`src/rtl/ram_access_ctrl.sv`:
```
// ram_access_ctrl
// ---------------
// Sequences single read/write requests onto a downstream single-port RAM
// that has a one-cycle synchronous read. Each accepted request runs
// IDLE -> ISSUE -> (CAPTURE) -> RESP and produces exactly one response.
// Only one transaction is outstanding at a time.
//
// Optional feature: define RAM_ACCESS_BOUNDS_CHECK_EN to range-check the
// signed request index against ram_len. An out-of-range request bypasses
// the RAM and is answered with rsp_err=1. Without the macro, every request
// goes to the RAM and rsp_err stays 0.
//
// Ports
//   clk        clock; all state changes on the rising edge
//   rst        synchronous active-low reset
//   req_valid  request present             req_ready  accepting (IDLE only)
//   req_write  1 = write, 0 = read         req_index  signed list index
//   req_data   write data
//   rsp_valid  response present            rsp_ready  response consumed
//   rsp_data   read data (0 for writes and errors)
//   rsp_err    index out of range
//   ram_addr/ram_d/ram_we  RAM command, driven only during ISSUE
//   ram_q      RAM read data (valid the cycle after ISSUE)
//   ram_len    number of valid RAM entries

module ram_access_ctrl #(
    parameter int DATA_WIDTH = 8,
    parameter int ADDR_WIDTH = 4
) (
    input  logic                  clk,
    input  logic                  rst,
    input  logic                  req_valid,
    output logic                  req_ready,
    input  logic                  req_write,
    input  logic [ADDR_WIDTH-1:0] req_index,
    input  logic [DATA_WIDTH-1:0] req_data,
    output logic                  rsp_valid,
    input  logic                  rsp_ready,
    output logic [DATA_WIDTH-1:0] rsp_data,
    output logic                  rsp_err,
    output logic [ADDR_WIDTH-1:0] ram_addr,
    output logic [DATA_WIDTH-1:0] ram_d,
    output logic                  ram_we,
    input  logic [DATA_WIDTH-1:0] ram_q,
    input  logic [ADDR_WIDTH-1:0] ram_len
);

    typedef enum logic [1:0] {
        IDLE    = 2'd0,
        ISSUE   = 2'd1,
        CAPTURE = 2'd2,
        RESP    = 2'd3
    } state_e;

    state_e                  state_q, state_d;
    logic                    write_q, write_d;
    logic [ADDR_WIDTH-1:0]   addr_q, addr_d;      // registered index, drives ram_addr
    logic [DATA_WIDTH-1:0]   wdata_q, wdata_d;    // registered data, drives ram_d
    logic [DATA_WIDTH-1:0]   rsp_data_q, rsp_data_d;
    logic                    rsp_err_q, rsp_err_d;
    logic                    in_range;

`ifdef RAM_ACCESS_BOUNDS_CHECK_EN
    // One extra bit so that -ram_len and ram_len are both representable.
    logic signed [ADDR_WIDTH:0] index_ext;
    logic signed [ADDR_WIDTH:0] len_ext;

    assign index_ext = $signed({req_index[ADDR_WIDTH-1], req_index});
    assign len_ext   = $signed({1'b0, ram_len});
    assign in_range  = (index_ext < len_ext) && (index_ext >= -len_ext);
`else
    // The RAM resolves the index itself; ram_len is not needed here.
    logic unused_ram_len;

    assign unused_ram_len = ^ram_len;
    assign in_range       = 1'b1;
`endif

    always_comb begin
        // NOTE: every combinational output gets a default first so no path
        // through the case statement can leave a latch behind.
        state_d    = state_q;
        write_d    = write_q;
        addr_d     = addr_q;
        wdata_d    = wdata_q;
        rsp_data_d = rsp_data_q;
        rsp_err_d  = rsp_err_q;

        case (state_q)
            IDLE: begin
                if (req_valid) begin
                    write_d    = req_write;
                    rsp_data_d = '0;
                    rsp_err_d  = !in_range;
                    if (in_range) begin
                        // The RAM command registers only change for requests
                        // that actually reach the RAM.
                        addr_d  = req_index;
                        wdata_d = req_data;
                        state_d = ISSUE;
                    end else begin
                        state_d = RESP;
                    end
                end
            end
            ISSUE:   state_d = write_q ? RESP : CAPTURE;
            CAPTURE: begin
                rsp_data_d = ram_q;
                state_d    = RESP;
            end
            RESP:    if (rsp_ready) state_d = IDLE;
            default: state_d = IDLE;
        endcase
    end

    always_ff @(posedge clk) begin
        // NOTE: state registers use non-blocking assignments so every flop
        // samples pre-edge values regardless of statement order.
        if (!rst) begin
            state_q    <= IDLE;
            write_q    <= 1'b0;
            addr_q     <= '0;
            wdata_q    <= '0;
            rsp_data_q <= '0;
            rsp_err_q  <= 1'b0;
        end else begin
            state_q    <= state_d;
            write_q    <= write_d;
            addr_q     <= addr_d;
            wdata_q    <= wdata_d;
            rsp_data_q <= rsp_data_d;
            rsp_err_q  <= rsp_err_d;
        end
    end

    assign req_ready = (state_q == IDLE);
    assign rsp_valid = (state_q == RESP);
    assign rsp_data  = rsp_data_q;
    assign rsp_err   = rsp_err_q;
    assign ram_addr  = addr_q;
    assign ram_d     = wdata_q;
    // Gated with rst so a write caught in ISSUE by reset never lands in the
    // RAM on the reset edge itself.
    assign ram_we    = (state_q == ISSUE) && write_q && rst;

endmodule

```
`config.mk`:
```
export PLATFORM = sky130hd
export DESIGN_NAME = ram_access_ctrl
export DESIGN_NICKNAME = d
export VERILOG_FILES = /design/src/rtl/ram_access_ctrl.sv
export SDC_FILE = /design/constraint.sdc
export NUM_CORES = 1
export LEC_CHECK = 0
export ABC_CLOCK_PERIOD_IN_PS = 3030
export CORE_MARGIN = 4
export CORE_UTILIZATION = 60
export CTS_CLUSTER_DIAMETER = 200
export DETAILED_ROUTE_END_ITERATION = 8
export DONT_BUFFER_PORTS = 1
export PLACE_DENSITY = 0.76
export SYNTH_ARGS = -nofsm -noshare
export SYNTH_HDL_FRONTEND = slang
export SYNTH_SLANG_ARGS = --single-unit
export TNS_END_PERCENT = 1
```
`constraint.sdc`:
```
create_clock -name clk -period 3.03 [get_ports clk]
set_input_delay 0.4545 -clock clk [delete_from_list [all_inputs] [get_ports clk]]
set_output_delay 0.4545 -clock clk [all_outputs]
set_load 0.02 [all_outputs]
```
==> reports/results.ini, run 1 <==
[route]
drt_drc = 0
ant_nets = 0
final_wirelength_um = 1830
drt_first_iter_violations = 6
routed-via-count = 704
first_pass_iters = 3
routed_wire_length_per_instance_um = 15.12
routed_via_density = 5.818

[critical_path]
timing.critical_path.from_type = flip-flop
rr_worst_depth = 5
capture_point_of_the_worst_reg_to_reg_path = rsp_data[7]
critical_path.reg2reg.startpoint = state_q[1]
timing.critical_path.required_ns = 2.58
reg2reg_setup_slack_ns = 1.36
critical_path_arrival_ns = 1.27
worst-path-max-fanout = 4
crit_end = ram_we
critical_path.slowest_cell = sky130_fd_sc_hd__dfxtp_1
worstSetupPathDepth = 4
cp_top_family = simple AND/OR/NAND/NOR gates
crit_path_cell_trace = inv_1 -> ha_1 -> nand2_1 -> nor2_1
crit_path_end_kind = output port
path_buf_inv = 1
timing_worst_setup_path_type = reg2out
worst_setup_path_startpoint = state_q[1]
maximum_cell_stage_delay_along_the_critical_path_ns = 0.36

[final_layout]
finalNonFillerCells = 121
multiInputGateArea_sq_um = 471.7
layout.area.seq_sq_um = 460.4
fin_nets = 139
layout-drive-gt1-share_pct = 27.62
final_util_pct = 64.77
antenna-diode-count = 0
layout.cells.most_common_list = sky130_fd_sc_hd__dfxtp_1 (23), sky130_fd_sc_hd__nand2_1 (18), sky130_fd_sc_hd__nand2_2 (10), sky130_fd_sc_hd__a21oi_2 (10), sky130_fd_sc_hd__nor2_1 (9)
nFillCells = 129
syn2layout_area_growth_pct = -0.9925
mostFrequentLayoutCell = sky130_fd_sc_hd__dfxtp_1

[synthesis]
synth.distinct_cells = 23
syn-num-nets = 140
synth_seq_area_share_pct = 45.66
synth-edff-count = 0
top_flip_flop_cell_by_instance_count_after_synthesis = sky130_fd_sc_hd__dfxtp_1
synth_area_per_cell_sq_um = 9.425
syn_inst = 107
syn_area_sq_um = 1008
synth-seq-cells = 23
async_flop_share_pct = 0
synthesis_warning_total = 0

[clock_tree]
cts_hold_buffers = 0
insertion_delay_to_the_later_sink_of_the_worst_skew_pair_ns = 0.30
cts-root-to-sink-buffers = 2
h-tree-depth = 1
cts.reportedPaths.clkPinSlew_ns = 0.12
cts_sinks = 23
cts_setup_buffers = 0
count_of_instances_resized_after_the_clock_tree_is_built = 0
clk_root_buffer_cell = sky130_fd_sc_hd__clkbuf_4
cts_tree = built
cts_inserted_buffers = 3

[grt]
global_route.overflow_total = 0
wire_length_of_the_first_global_routing_pass_um = 3236
grt_start_max_net_pins = 25
grt_use_total_pct = 16.75
grt_pass1_vias = 718
antenna_violations_before_repair = 0

[job]
cap_viol_max_count = 0

[placement]
port_buffers = 0
hpwl_um = 1318
dp_cells = 117
globalplace.congestion = 0.6361

[sta]
max_freq_mhz = 578.6
timing.final.hold_violations = 0
final_min_period_over_clock_period_pct = 57.04
fin_tns_setup_ns = 0
finalWorstPathRequiredPeriod_ns = 1.728
slew_violations = 0
finalSetupViolCount = 0
fin_worst_skew_ns = 0.002841
grt_setup_unrepaired = false

[power]
post-layout-total-power_w = 0.0009288
total_leakage_power_nw = 0.3640
irDropWorstVdd_mv = 0.6233
power_per_cell_area_nw_per_um2 = 930.2

[die]
initial_utilization_pct = 65.42
chipWidth_um = 49.00
chipHeight_um = 49.00
num_rows = 14
boundaryPins = 53
coreArea_sq_um = 1541
die_area_sq_um = 2401

[min_path]
worstHoldPathType = in2reg

[outcome]
outcome = finished clean

## through the flow
| step | area (sq um) | hold slack (ns) | worst slack [ns] |
|---|---|---|---|
| 6_report | 998.5 | 0.2582 | 1.302 |
| 5_1_grt | 998.5 | 0.2320 | 1.164 |
| 4_1_cts | 998.5 | 0.2439 | 1.275 |
| 3_5_place_dp | 970.9 | 0.4740 | 1.363 |
| 3_3_place_gp | 970.9 | 0.4702 | 1.435 |
| 2_1_floorplan | 1008 | 0.4483 | 1.585 |
## cells by family after synthesis
kind of cell | Yosys count | share of synthesized area (%)
compound gates | 24 | 18.98
fa+ha+maj | 4 | 4.963
buf+inv | 10 | 7.568
flops | 23 | 45.66
mux | 1 | 1.364
other cells | 1 | 0.3719
simple gates | 44 | 21.09
## synthesized netlist by cell type (2+ instances only)
cell	instances	area [sq um]
sky130_fd_sc_hd__dfxtp_1	23	460.4
sky130_fd_sc_hd__nand2_1	18	67.56
sky130_fd_sc_hd__a21oi_2	10	87.58
sky130_fd_sc_hd__nand2_2	10	62.56
sky130_fd_sc_hd__nor2_1	9	33.78
sky130_fd_sc_hd__a32oi_1	8	70.07
sky130_fd_sc_hd__a21oi_1	4	20.02
sky130_fd_sc_hd__ha_1	4	50.05
sky130_fd_sc_hd__buf_2	3	15.01
sky130_fd_sc_hd__inv_1	3	11.26
sky130_fd_sc_hd__buf_6	2	22.52
sky130_fd_sc_hd__nand2b_1	2	12.51
## per-layer routing
metal  vias to the layer above  track usage, %  share of wire [%]
met2                        32           27.39                 48
met1                       318           19.25                 40
met4                         0           6.726               0.71
li1                        352               -                  -
met5                         -               0                  0
met3                         2           6.728                 11
## final cells by class
cell class | instances | area share [%]
clock buffer | 3 | 2.256
clock inverter | 1 | 0.5013
inverter | 3 | 1.128
multi-input combinational | 74 | 47.24
sequential | 23 | 46.12
tap | 16 | 2.005
timing repair buffer | 1 | 0.7519
## power breakdown
part | switching, W | internal [W] | leakage [nW]
sequential | 0.0000968 | 0.000362 | 0.188
clock | 0.0000859 | 0.0000491 | 0.0177
combinational | 0.000213 | 0.000122 | 0.158
total | 0.000396 | 0.000533 | 0.364
## worst reg2reg max path: stages (launching register included)
cell and delay (ns):
sky130_fd_sc_hd__dfxtp_1 0.36, sky130_fd_sc_hd__inv_1 0.10, sky130_fd_sc_hd__ha_1 0.43, sky130_fd_sc_hd__nand2b_1 0.33, sky130_fd_sc_hd__a32oi_1 0.29, sky130_fd_sc_hd__nor2_1 0.06
## flip-flops by register name (all words and copies together), names as in the netlist
| signal | cells |
|---|---|
| rsp_data | 8 |
| ram_addr | 4 |
| ram_d | 8 |
| write_q | 1 |
| state_q | 2 |
## how the worst min path moves through the flow
stage,start,to,slack [ns],depth (start not counted)
6_report,req_index[3],ram_addr[3],0.26,2
3_3_place_gp,write_q,write_q,0.47,2
5_1_grt,req_data[7],ram_d[7],0.23,2
4_1_cts,req_index[3],ram_addr[3],0.24,2
3_5_place_dp,write_q,write_q,0.47,2
2_1_floorplan,write_q,write_q,0.45,2
(Power assumes the default switching activity.)
==> run 2: changes to the inputs <==
ABC_CLOCK_PERIOD_IN_PS = 1600   (was 3030)
CORE_UTILIZATION = 59   (was 60)
PLACE_DENSITY = 0.75   (was 0.76)
clock period = 1.6 ns   (was 3.03 ns; I/O delays follow)
==> run 2 against run 1 <==
  * Die area rose by 1.4%
  * Setup slack worse by 1.2 ns
  * Via count rose by 2.3%
  * Critical path depth up 1
  * Clock power rose by 84%
  * Cell area is 2.3% higher
  * Register-to-register slack got worse by 1.3 ns
  * Non-clock buffer count grew 3
  * Critical path type is now reg2reg
  * Critical endpoint is now rsp_data[2]
==> reports/results.ini, run 2 (same netlist as run 1, synthesis figures left out) <==
[die]
coreArea_sq_um = 1559
initial_utilization_pct = 64.69
chipWidth_um = 49.35
num_rows = 14
chipHeight_um = 49.35
die_area_sq_um = 2435
boundaryPins = 53

[sta]
grt_setup_unrepaired = true
finalWorstPathRequiredPeriod_ns = 1.523
slew_violations = 0
timing.final.hold_violations = 0
fin_worst_skew_ns = 0.002794
max_freq_mhz = 656.8
fin_tns_setup_ns = 0
final_min_period_over_clock_period_pct = 95.16
finalSetupViolCount = 0
hold_ws_ns = 0.05728

[critical_path]
critical_path.reg2reg.startpoint = state_q[1]
timing_worst_setup_path_type = reg2reg
rr_worst_depth = 5
cp_top_family = multiplexers
path_buf_inv = 1
critical_path.slowest_cell = sky130_fd_sc_hd__mux2i_2
worst-path-max-fanout = 8
maximum_cell_stage_delay_along_the_critical_path_ns = 0.49
timing.critical_path.required_ns = 1.83
crit_path_cell_trace = inv_1 -> ha_1 -> mux2i_2 -> a32oi_1 -> nor2_1
timing.critical_path.from_type = flip-flop
critical_path_arrival_ns = 1.76
crit_path_end_kind = flip-flop
worst_setup_path_startpoint = state_q[1]
worstSetupPathDepth = 5

[clock_tree]
cts_inserted_buffers = 3
cts_sinks = 23
cts_tree = built
h-tree-depth = 1
cts_setup_buffers = 0
insertion_delay_to_the_later_sink_of_the_worst_skew_pair_ns = 0.29
cts.reportedPaths.clkPinSlew_ns = 0.12
clk_root_buffer_cell = sky130_fd_sc_hd__clkbuf_4
cts-root-to-sink-buffers = 2

[power]
irDropWorstVdd_mv = 0.8715
total_leakage_power_nw = 0.3769
power_per_cell_area_nw_per_um2 = 1776

[final_layout]
layout.area.seq_sq_um = 461.7
layout.cells.most_common_list = sky130_fd_sc_hd__dfxtp_1 (22), sky130_fd_sc_hd__nand2_1 (18), sky130_fd_sc_hd__nand2_2 (10), sky130_fd_sc_hd__a21oi_2 (10), sky130_fd_sc_hd__nor2_1 (9)
nFillCells = 143
multiInputGateArea_sq_um = 471.7
mostFrequentLayoutCell = sky130_fd_sc_hd__dfxtp_1
syn2layout_area_growth_pct = 1.241
final_util_pct = 65.49
postLayoutCellArea_sq_um = 1021
layout-drive-gt1-share_pct = 29.63
fin_nets = 142
antenna-diode-count = 0

[grt]
global_route.overflow_total = 0
grt_pass1_vias = 713
grt_use_total_pct = 16.82
grt_start_max_net_pins = 14
antenna_violations_before_repair = 0
wire_length_of_the_first_global_routing_pass_um = 3215

[placement]
port_buffers = 0
hpwl_um = 1488
placed_cell_areas_sq_um = 993.5
globalplace.congestion = 0.7236

[route]
routed-via-count = 720
drt_drc = 0
routed_wire_length_per_instance_um = 15.98
final_wirelength_um = 1982
drt_first_iter_violations = 9
first_pass_iters = 4
routed_via_density = 5.806
ant_nets = 0

[min_path]
holdCritStartpoint = req_index[2]
min_path_cells = 2
worstHoldPathType = in2reg

[job]
cap_viol_max_count = 0

[outcome]
outcome = finished clean

[run 2: changes by cell type in the layout (fill, tap and decap cells not counted)]
cell,before,now
sky130_fd_sc_hd__dfxtp_2,0,1
sky130_fd_sc_hd__buf_4,1,4
sky130_fd_sc_hd__dfxtp_1,23,22
sky130_fd_sc_hd__clkinv_2,1,0
sky130_fd_sc_hd__clkbuf_1,0,1
[run 2: final cells by class]
| class | count | share of cell area [%] |
|---|---|---|
| multi-input combinational | 74 | 46.20 |
| sequential | 23 | 45.22 |
| timing repair buffer | 4 | 2.941 |
| clock buffer | 4 | 2.574 |
| tap | 16 | 1.961 |
| inverter | 3 | 1.103 |
[run 2: report_power, final]
group / total [W] / internal (W) / switching [W]
combinational: 0.000689 / 0.000266 / 0.000423
clock: 0.000249 / 0.0000967 / 0.000153
sequential: 0.000875 / 0.000689 / 0.000186
[run 2: path summary, 6_finish.rpt]
check	endpoint	slack, ns
worst max-delay path	rsp_data[2]	0.08
worst min-delay path	ram_addr[2]	0.06
worst max register to register	rsp_data[2]	0.08
worst min register to register	write_q	0.49
[run 2: repair_timing]
item / in CTS / in global routing
endpoints found under the hold margin: 0 / 0
endpoints found under the setup margin: 0 / 20
hold buffers: 0 / 0
gates resized for setup: 0 / 1
[run 2: stage by stage]
stage          setup slack [ns]  power (W)  cells
2_1_floorplan            0.2099   0.001505    107
3_5_place_dp             0.1023   0.001579    120
5_1_grt                -0.05902   0.001957    124
6_report                0.07737   0.001813    124
3_3_place_gp             0.1910   0.001542    120
4_1_cts                 0.06412   0.001825    124
[run 2: routing by layer]
layer / up-vias / GRT usage (%) / part of all wire, %
met4: 0 / 4.265 / 0.66
met2: 25 / 29.02 / 50
met3: 2 / 7.034 / 8.3
met5: - / 0 / 0
met1: 333 / 18.84 / 41
li1: 360 / - / -
==> run 3: changes to the inputs <==
CAP_MARGIN = 20   (was default)
RECOVER_POWER = 100   (was default)
==> run 3 against run 2 <==
  * Non-clock buffer count did not move
  * Sequential share of layout area rose by 0.50 points
  * Critical path type is now reg2out
  * Largest power group unchanged
  * Clock skew fell by 0.00074 ns
==> reports/results.ini, run 3 (same netlist as run 1, synthesis figures left out) <==
[sta]
crit_path_setup_slack_layout_ns = 0.07860
finalSetupViolCount = 0
hold_ws_ns = 0.05602
fin_tns_setup_ns = 0
max_freq_mhz = 657.3
slew_violations = 0
grt_setup_unrepaired = true
fin_worst_skew_ns = 0.002053
finalWorstPathRequiredPeriod_ns = 1.521
timing.final.hold_violations = 0
final_min_period_over_clock_period_pct = 95.09

[grt]
grt_pass1_vias = 713
grt_start_max_net_pins = 14
grt_use_total_pct = 16.82
wire_length_of_the_first_global_routing_pass_um = 3215
antenna_violations_before_repair = 0
global_route.overflow_total = 0

[die]
chipWidth_um = 49.35
initial_utilization_pct = 64.69
die_area_sq_um = 2435
boundaryPins = 53
num_rows = 14
coreArea_sq_um = 1559
chipHeight_um = 49.35

[final_layout]
antenna-diode-count = 0
final_util_pct = 64.77
nFillCells = 149
mostFrequentLayoutCell = sky130_fd_sc_hd__dfxtp_1
syn2layout_area_growth_pct = 0.1242
fin_nets = 142
layout-drive-gt1-share_pct = 26.85
layout.cells.most_common_list = sky130_fd_sc_hd__dfxtp_1 (22), sky130_fd_sc_hd__nand2_1 (18), sky130_fd_sc_hd__nand2_2 (10), sky130_fd_sc_hd__nor2_1 (9)

[route]
first_pass_iters = 4
routed_wire_length_per_instance_um = 15.81
routed-via-count = 714
drt_first_iter_violations = 7
routed_via_density = 5.758
final_wirelength_um = 1961
ant_nets = 0
drt_drc = 0

[clock_tree]
cts.reportedPaths.clkPinSlew_ns = 0.11
cts_hold_buffers = 0
insertion_delay_to_the_later_sink_of_the_worst_skew_pair_ns = 0.29
cts_sinks = 23
clk_root_buffer_cell = sky130_fd_sc_hd__clkbuf_4
cts_tree = built
cts_inserted_buffers = 3
h-tree-depth = 1
cts-root-to-sink-buffers = 2

[power]
cell_internal_pwr_w = 0.001046
pwr-share-comb_pct = 37.6
share_clk_of_total_power_pct = 13.9
switching_part_of_the_total_power_pct = 42.01
irDropWorstVdd_mv = 0.8705
power.share.sequential_pct = 48.5
power_per_cell_area_nw_per_um2 = 1786
switchingPower_w = 0.0007574
total_leakage_power_nw = 0.3726

[placement]
hpwl_um = 1488
globalplace.congestion = 0.7236
port_buffers = 0
dp_slack_ns = 0.1023

[critical_path]
timing.critical_path.from_type = flip-flop
worst-path-max-fanout = 4
timing.critical_path.required_ns = 1.36
critical_path_arrival_ns = 1.28
crit_path_end_kind = output port
timing_worst_setup_path_type = reg2out

[outcome]
outcome = finished clean

[min_path]
worstHoldPathType = in2reg

[job]
cap_viol_max_count = 0

## run 3: layout make-up
type,count,area (sq um),area share (%)
Multi-Input combinational cell,74,464.2,45.97
Sequential cell,23,461.7,45.72
Clock buffer,4,26.28,2.602
Timing Repair Buffer,4,26.28,2.602
Tap cell,16,20.02,1.983
Inverter,3,11.26,1.115
## run 3: stage by stage
stage | instance area (sq um) | instances | power, W
after floorplan | 1008 | 107 | 0.001505
after global placement | 993.5 | 120 | 0.001542
after detailed placement | 993.5 | 120 | 0.001579
after CTS | 1020 | 124 | 0.001825
after global routing | 1010 | 124 | 0.001944
final | 1010 | 124 | 0.001803
## run 3: power by group through the flow
stage	sequential, W	combinational [W]	clock (W)
floorplan	0.000862	0.000643	0
global placement	0.000882	0.000660	0
detailed placement	0.000887	0.000691	0
CTS	0.000874	0.000691	0.000261
global route	0.000890	0.000761	0.000294
finish	0.000875	0.000678	0.000250
## run 3: metal layers
layer | track usage [%] | wire [um] | up-vias
met5 | 0 | 0 | -
met4 | 4.265 | 13 | 0
met3 | 7.034 | 167 | 2
met2 | 29.02 | 1016 | 25
met1 | 18.84 | 764 | 327
li1 | - | - | 360
## run 3: final timing paths
check / endpoint / start / slack [ns] / cells past startpoint
worst max-delay path: ram_we / state_q[1] / 0.08 / 4
worst max register to register: rsp_data[2] / state_q[1] / 0.08 / 5
worst min-delay path: ram_addr[3] / req_index[3] / 0.06 / 2
worst min register to register: write_q / write_q / 0.49 / 2
## run 3: timing repair
item	4_1_cts	5_1_grt
setup endpoints to repair	0	20
hold endpoints to repair	0	0
gates resized for setup	0	1
setup buffers	0	0
## run 3: worst max-delay path, stage by stage, from the launching register on
cell                      delay (ns)
sky130_fd_sc_hd__dfxtp_1        0.36
sky130_fd_sc_hd__inv_1          0.11
sky130_fd_sc_hd__ha_1           0.15
sky130_fd_sc_hd__nand2_1        0.06
sky130_fd_sc_hd__nor2_1         0.31
